## src/rtl/vga_timing_gen.sv

```systemverilog
// Parametrised VGA timing generator: pixel coordinates, latency-matched sync/blank,
// colour masking during blanking, line/frame markers and a wrapping frame counter.
module vga_timing_gen #(
  parameter int H_ACTIVE = 640,
  parameter int H_FP     = 16,
  parameter int H_SYNC   = 96,
  parameter int H_BP     = 48,
  parameter int V_ACTIVE = 480,
  parameter int V_FP     = 10,
  parameter int V_SYNC   = 2,
  parameter int V_BP     = 33,
  parameter bit H_POL    = 1'b0,
  parameter bit V_POL    = 1'b0,
  parameter int CW       = 10,
  parameter int CNT_W    = 11,
  parameter int LAT      = 2
) (
  input  logic             iCLK,
  input  logic             iRST_N,
  input  logic             iEN,
  input  logic [CW-1:0]    iRed,
  input  logic [CW-1:0]    iGreen,
  input  logic [CW-1:0]    iBlue,
  output logic [CNT_W-1:0] px,
  output logic [CNT_W-1:0] py,
  output logic             video_on,
  output logic             line_start,
  output logic             frame_start,
  output logic [15:0]      frame_count,
  output logic [CW-1:0]    VGA_R,
  output logic [CW-1:0]    VGA_G,
  output logic [CW-1:0]    VGA_B,
  output logic             VGA_H_SYNC,
  output logic             VGA_V_SYNC,
  output logic             VGA_BLANK,
  output logic             VGA_SYNC
);

  localparam int H_TOTAL = H_ACTIVE + H_FP + H_SYNC + H_BP;
  localparam int V_TOTAL = V_ACTIVE + V_FP + V_SYNC + V_BP;

  localparam logic [CNT_W-1:0] H_LAST = CNT_W'(H_TOTAL - 1);
  localparam logic [CNT_W-1:0] V_LAST = CNT_W'(V_TOTAL - 1);
  localparam logic [CNT_W-1:0] H_VIS  = CNT_W'(H_ACTIVE);
  localparam logic [CNT_W-1:0] V_VIS  = CNT_W'(V_ACTIVE);
  localparam logic [CNT_W-1:0] HS_BEG = CNT_W'(H_ACTIVE + H_FP);
  localparam logic [CNT_W-1:0] HS_END = CNT_W'(H_ACTIVE + H_FP + H_SYNC - 1);
  localparam logic [CNT_W-1:0] VS_BEG = CNT_W'(V_ACTIVE + V_FP);
  localparam logic [CNT_W-1:0] VS_END = CNT_W'(V_ACTIVE + V_FP + V_SYNC - 1);
  localparam logic [CNT_W-1:0] ONE    = CNT_W'(1);

  typedef struct packed {
    logic vid;
    logic hs;
    logic vs;
  } tap_t;

  logic [CNT_W-1:0] hcnt_q, hcnt_d;
  logic [CNT_W-1:0] vcnt_q, vcnt_d;
  logic             h_last, v_last;
  logic             line_start_q, line_start_d;
  logic             frame_start_q, frame_start_d;
  logic [15:0]      frame_count_q, frame_count_d;
  logic [CW-1:0]    r_q, r_d, g_q, g_d, b_q, b_d;
  logic             blank_q, blank_d;
  logic             hsync_q, hsync_d;
  logic             vsync_q, vsync_d;
  tap_t             cur_tap;
  tap_t             tap_out;

  assign h_last = (hcnt_q == H_LAST);
  assign v_last = (vcnt_q == V_LAST);

  assign video_on    = (hcnt_q < H_VIS) && (vcnt_q < V_VIS);
  assign cur_tap.vid = video_on;
  assign cur_tap.hs  = (hcnt_q >= HS_BEG) && (hcnt_q <= HS_END);
  assign cur_tap.vs  = (vcnt_q >= VS_BEG) && (vcnt_q <= VS_END);

  // NOTE: every signal written here gets its hold value first, so no path leaves it unassigned and no latch is inferred.
  always_comb begin
    hcnt_d        = hcnt_q;
    vcnt_d        = vcnt_q;
    line_start_d  = 1'b0;
    frame_start_d = 1'b0;
    frame_count_d = frame_count_q;
    r_d           = r_q;
    g_d           = g_q;
    b_d           = b_q;
    blank_d       = blank_q;
    hsync_d       = hsync_q;
    vsync_d       = vsync_q;
    if (iEN) begin
      if (h_last) begin
        hcnt_d       = '0;
        vcnt_d       = v_last ? '0 : vcnt_q + ONE;
        line_start_d = 1'b1;
        if (v_last) begin
          frame_start_d = 1'b1;
          frame_count_d = frame_count_q + 16'd1;
        end
      end else begin
        hcnt_d = hcnt_q + ONE;
      end
      // Colour is taken on the same edge that the delayed blank for its coordinate arrives.
      blank_d = tap_out.vid;
      r_d     = tap_out.vid ? iRed   : '0;
      g_d     = tap_out.vid ? iGreen : '0;
      b_d     = tap_out.vid ? iBlue  : '0;
      hsync_d = tap_out.hs ? H_POL : ~H_POL;
      vsync_d = tap_out.vs ? V_POL : ~V_POL;
    end
  end

  // NOTE: state registers use non-blocking assignments so every flop samples pre-edge values.
  always_ff @(posedge iCLK) begin
    if (!iRST_N) begin
      hcnt_q        <= '0;
      vcnt_q        <= '0;
      line_start_q  <= 1'b0;
      frame_start_q <= 1'b0;
      frame_count_q <= '0;
      r_q           <= '0;
      g_q           <= '0;
      b_q           <= '0;
      blank_q       <= 1'b0;
      hsync_q       <= ~H_POL;
      vsync_q       <= ~V_POL;
    end else begin
      hcnt_q        <= hcnt_d;
      vcnt_q        <= vcnt_d;
      line_start_q  <= line_start_d;
      frame_start_q <= frame_start_d;
      frame_count_q <= frame_count_d;
      r_q           <= r_d;
      g_q           <= g_d;
      b_q           <= b_d;
      blank_q       <= blank_d;
      hsync_q       <= hsync_d;
      vsync_q       <= vsync_d;
    end
  end

  if (LAT == 0) begin : g_no_dly
    assign tap_out = cur_tap;
  end else begin : g_dly
    tap_t [LAT-1:0] dly_q, dly_d;

    always_comb begin
      dly_d = dly_q;
      if (iEN) begin
        dly_d[0] = cur_tap;
        for (int i = 1; i < LAT; i++) dly_d[i] = dly_q[i-1];
      end
    end

    // NOTE: the delay stages are reset (unlike a data RAM) so a mid-frame reset cannot push stale blank/sync to the pins.
    always_ff @(posedge iCLK) begin
      if (!iRST_N) dly_q <= '0;
      else         dly_q <= dly_d;
    end

    assign tap_out = dly_q[LAT-1];
  end

  assign px          = hcnt_q;
  assign py          = vcnt_q;
  assign line_start  = line_start_q;
  assign frame_start = frame_start_q;
  assign frame_count = frame_count_q;
  assign VGA_R       = r_q;
  assign VGA_G       = g_q;
  assign VGA_B       = b_q;
  assign VGA_BLANK   = blank_q;
  assign VGA_H_SYNC  = hsync_q;
  assign VGA_V_SYNC  = vsync_q;
  assign VGA_SYNC    = 1'b0;

endmodule

```

## config.mk

```make
export PLATFORM = sky130hd
export DESIGN_NAME = vga_timing_gen
export DESIGN_NICKNAME = d
export VERILOG_FILES = /design/src/rtl/vga_timing_gen.sv
export SDC_FILE = /design/constraint.sdc
export NUM_CORES = 1
export LEC_CHECK = 0
export CORE_MARGIN = 3
export CORE_UTILIZATION = 35
export DETAILED_ROUTE_END_ITERATION = 10
export PLACE_DENSITY = 0.67
export SLEW_MARGIN = 20
export SYNTH_ARGS = -nofsm -noshare
export SYNTH_HDL_FRONTEND = slang
export SYNTH_SLANG_ARGS = --single-unit
```

## constraint.sdc

```tcl
create_clock -name iCLK -period 7.9 [get_ports iCLK]
set_input_delay 2.37 -clock iCLK [delete_from_list [all_inputs] [get_ports iCLK]]
set_output_delay 2.37 -clock iCLK [all_outputs]
set_load 0.02 [all_outputs]
```

==> After elaboration in Yosys (flattened, before gate mapping) <==
Cells that the tools add are included.
Widths: inputs -> output; s select.
{ "word_totals": {"in_bits": 33, "output_inout_bits": 75, "elab_cells": 44, "reg_bits": 79} }
{ "classes": {"mux": 9, "order_cmp": 6, "n_eq_ne": 2, "reduce_logical": 7, "n_addsub": 3} }
{ "ops": {"columns": ["cell", "n"], "rows": [
  ["$mux 10", 3],
  ["$add 11x1->11 const B", 2],
  ["$eq 11x10->1 const B", 2],
  ["$mux 11", 2],
  ["$add 16x1->16 const B", 1],
  ["$ge 11x10->1 const B", 1],
  ["$ge 11x9->1 const B", 1],
  ["$le 11x10->1 const B", 1],
  ["$le 11x9->1 const B", 1],
  ["$lt 11x10->1 const B", 1],
  ["$lt 11x9->1 const B", 1],
  ["$reduce_and 3->1", 2],
  ["$mux 1", 4],
  ["$reduce_and 2->1", 2],
  ["$logic_and 1x1->1", 3]
]} }

==> Longest topological paths before layout <==
{ "logic_depth": {"ltp_word": 2, "depth_mapped": 7, "depth_no_buf": 6} }

==> Worst setup path before layout <==
OpenSTA, ideal clock, no wires.
{ "synth_path": {"path_kind": "input -> register", "from": "in iEN", "to": "reg frame_count_q[3], in the netlist frame_count[3]", "required_time_ps": 7830, "t_arrival_ps": 4181, "slack_ps": 3649, "path_buffers": 2, "setup_time_ps": 70, "cell_stages": 6, "path_cell_list": "clkbuf_1 -> nand4_1 -> or4_4 -> buf_6 -> or4_1 -> a21oi_1"} }
{ "synth_via": {"elab_chain_cells": 1} }
{ "synth_rtl": {"columns": ["item", "line", "source"], "rows": [
  ["from (decl)", "20", "input logic iEN,"],
  ["$reduce_and 3->1 (no source line)", null, null],
  ["to (signal assigned)", "133", "frame_count_q <= frame_count_d;"],
  ["to (decl)", "63", "logic [15:0] frame_count_q, frame_count_d;"]
]} }
Every way passes these cells.
A chain may end at the register's enable or synchronous reset.

==> Worst setup path in the final report <==
{ "layout_path": {"from": "in iEN", "to": "reg frame_count_q[4], in the netlist frame_count[4]"} }
Same word-level chain as after synthesis.

==> results.cfg <==
[final_layout]
nets = 505
drive_gt1_frac = 0.0507
fin_area_mm2 = 0.00464
fin_util = 0.516
area_delta_synth_final_pct = 39.7
diodes = 0

[grt]
grt_pass1_vias = 2952
gr-total-overflow = 0
use_met3 = 0.0362
grt_max_degree = 46
grt_util_met2 = 0.261
grt_usage = 0.168
grt_pass1_wl_um = 14300
grt_use_met1 = 0.227
busiest_layer = met2
antenna_found_initial = 0

[logic_synthesis]
syn_area_mm2 = 0.00332
synth_cells = 376
ys_seq_area_frac = 0.476
mappedNetlistNets = 413
yosysUniqueCellTypes = 39
ys_ff_latch = 79
yosys.area.top_type_share = 0.476
async_flop_share = 0
yosysTopAreaCell = dfxtp_1
synth_edf_count = 0
yosys_warnings = 0
ys.flop_type = dfxtp_1
synthTopCellsByArea = dfxtp_1 48%, a22oi_1 6.8%, nor2_1 5.4%
avgSynthCellArea_um2 = 8.83

[floorplan]
die_area_mm2 = 0.0107
core_area_mm2 = 0.00898
die_w_um = 103
initial_core_util = 0.370
io_pins = 108
num_rows = 34
die_y_um = 103

[clock_network]
cts-hold-fix-buffers = 0
cts_buffers = 9
clkLatencyLatePin_ns = 0.34
htreeDepth = 3
clockBufferDepth = 2
cts_setup_buffers = 0
path_clk_slew_ns = 0.08
cts_tree = built
clock-sinks = 79
root_buffer = clkbuf_8
post_cts_resized = 0

[worst_setup_path]
worstPathArrival_ns = 5.28
crit_path_max_incr_delay_ns = 0.93
rr_worst_depth = 6
start_kind = input port
r2r-start = py[0]
crit_slowest_cell = clkdlybuf4s50_1
cp.required_ns = 8.17
crit_chain = clkdlybuf4s50_1 > nand4_1 > or4_4 > or4_1 > a21oi_1
r2r_end = frame_count[14]
path_class = in -> reg
worstPathMaxFanout = 41
crit_path_end_kind = flop
reg2reg_slack_ns = 5.29

[power]
p_sw_mw = 0.184
comb_power_share = 0.065
p_leak_nw = 1.48
intPower_mw = 0.577
p_clk_frac = 0.403
p_sw_frac = 0.242
pwr_density_cell_mw_per_mm2 = 164
peakVddDrop_uv = 105
seqPwrFrac = 0.533

[detailed_routing]
post_drt_wl_per_cell_um = 15.1
wirelength_um = 9040
via_per_inst = 5.24
drtIter0Drc = 169
dr_total_vias = 3139
drt_pass1_iterations = 4
antenna_left = 0
route.detailed.drc = 0

[min_path]
hold-path-endpoint = g_dly.dly_q[1]
min_from = g_dly.dly_q[1]
whs_path_depth = 2
hp-class = reg -> reg

[sta]
slew_headroom = 0.315
worstMarginPinSlew_ns = 1.03
fmax_ghz = 0.200
finalSetupViolations = 0
period_share = 0.633
rsz0062_at_grt = no
period_minus_slack_ns = 5.00
final-hold-violation-count = 0
setup-tns-final_ns = 0
finalMaxSlewViolations = 0
clock_skew_ns = 0.00871

[status]
status = finished clean

[run]
drv_cap = 0

[placed_design]
hpwl_um = 6260
portBuffers = 106
placed_area_mm2 = 0.00443
routabilityCongestion = 0.778
[how the worst max path moves through the flow]
stage / endpoint / slack (ns) / cells past startpoint / from
finish: frame_count[4] / 2.90 / 5 / iEN
floorplan: frame_count[3] / 3.65 / 6 / iEN
global route: frame_count[8] / 2.72 / 5 / iEN
global placement: py[8] / 2.65 / 5 / iEN
CTS: py[8] / 2.92 / 5 / iEN
detailed placement: frame_count[4] / 2.56 / 5 / iEN
[through the flow]
step / hold WS (ns) / cells / power, mW / worst slack, ns
finish: 0.482 / 599 / 0.761 / 2.90
global route: 0.507 / 599 / 0.787 / 2.72
CTS: 0.480 / 599 / 0.771 / 2.92
detailed placement: 0.467 / 583 / 0.464 / 2.56
global placement: 0.457 / 583 / 0.463 / 2.65
floorplan: 0.441 / 376 / 0.437 / 3.65
[logic make-up after synthesis]
family / Yosys count / synth area share
flops: 79 / 0.476
xor+xnor: 10 / 0.0264
mux: 6 / 0.0181
buf+inv: 37 / 0.0479
fa+ha+maj: 4 / 0.0151
compound gates: 90 / 0.176
other cells: 1 / 0.00113
simple gates: 149 / 0.239
[registers in the layout (all words and copies together) (netlist names)]
register and flops:
VGA_R 10, px 11, line_start 1, g_dly.dly_q 6
frame_start 1, VGA_B 10, VGA_V_SYNC 1, VGA_BLANK 1
frame_count 16, VGA_H_SYNC 1, py 11, VGA_G 10
[power groups by stage]
stage | logic, mW | clock network (mW) | registers [mW]
6_report | 0.0491 | 0.307 | 0.405
5_1_grt | 0.0531 | 0.328 | 0.406
4_1_cts | 0.0497 | 0.316 | 0.405
3_5_place_dp | 0.0495 | 0 | 0.415
3_3_place_gp | 0.0490 | 0 | 0.414
2_1_floorplan | 0.0184 | 0 | 0.419
[worst max-delay path, delay by kind of cell]
family	cells	cell delay [ns]
compound gates	1	0.15
simple gates	3	1.81
buf+inv	1	0.93
[cell usage in the layout, fill, tap and decap left out, drive strengths merged, types with 2 or more instances in the layout]
master / synthesis / layout
o41ai: 4 / 4
a21oi: 28 / 28
nor3: 6 / 6
nand4: 15 / 15
and4: 4 / 4
nand3: 8 / 8
nor2: 48 / 48
ha: 4 / 4
a22oi: 30 / 30
nand2: 25 / 25
xor2: 3 / 3
o31ai: 13 / 13
xnor2: 7 / 7
dfxtp: 79 / 79
clkdlybuf4s50: 0 / 106
buf: 9 / 2
nand2b: 3 / 3
mux2i: 6 / 6
clkinvlp: 0 / 2
or4: 15 / 15
inv: 10 / 12
nor4: 6 / 6
clkbuf: 18 / 9
clkinv: 0 / 2
and2: 5 / 5
or3: 7 / 7
o21ai: 12 / 12
or4b: 4 / 4
[per-layer routing]
layer / up-vias / wire, µm
li1: 1565 / -
met1: 1492 / 4080
met2: 80 / 4380
met3: 2 / 534
met4: 0 / 54
met5: - / 0
[synth_stat cells (7+ instances only)]
library cell  count
a21oi_1          28
a22oi_1          30
clkbuf_1         18
dfxtp_1          79
inv_1            10
nand2_1          25
nand3_1           8
nand4_1          15
nor2_1           48
o21ai_0          11
o31ai_1          13
or3_1             7
or4_1            14
xnor2_1           7
[area by class of cell]
cell class	count	area (µm²)
well taps	126	158
inverters	10	37.5
multi-input cells	260	1580
flip-flops and latches	79	1580
clock inverters	7	80.1
fillers	842	4340
clock buffers	9	124
repair buffers	108	1080
(Power assumes the default switching activity.)
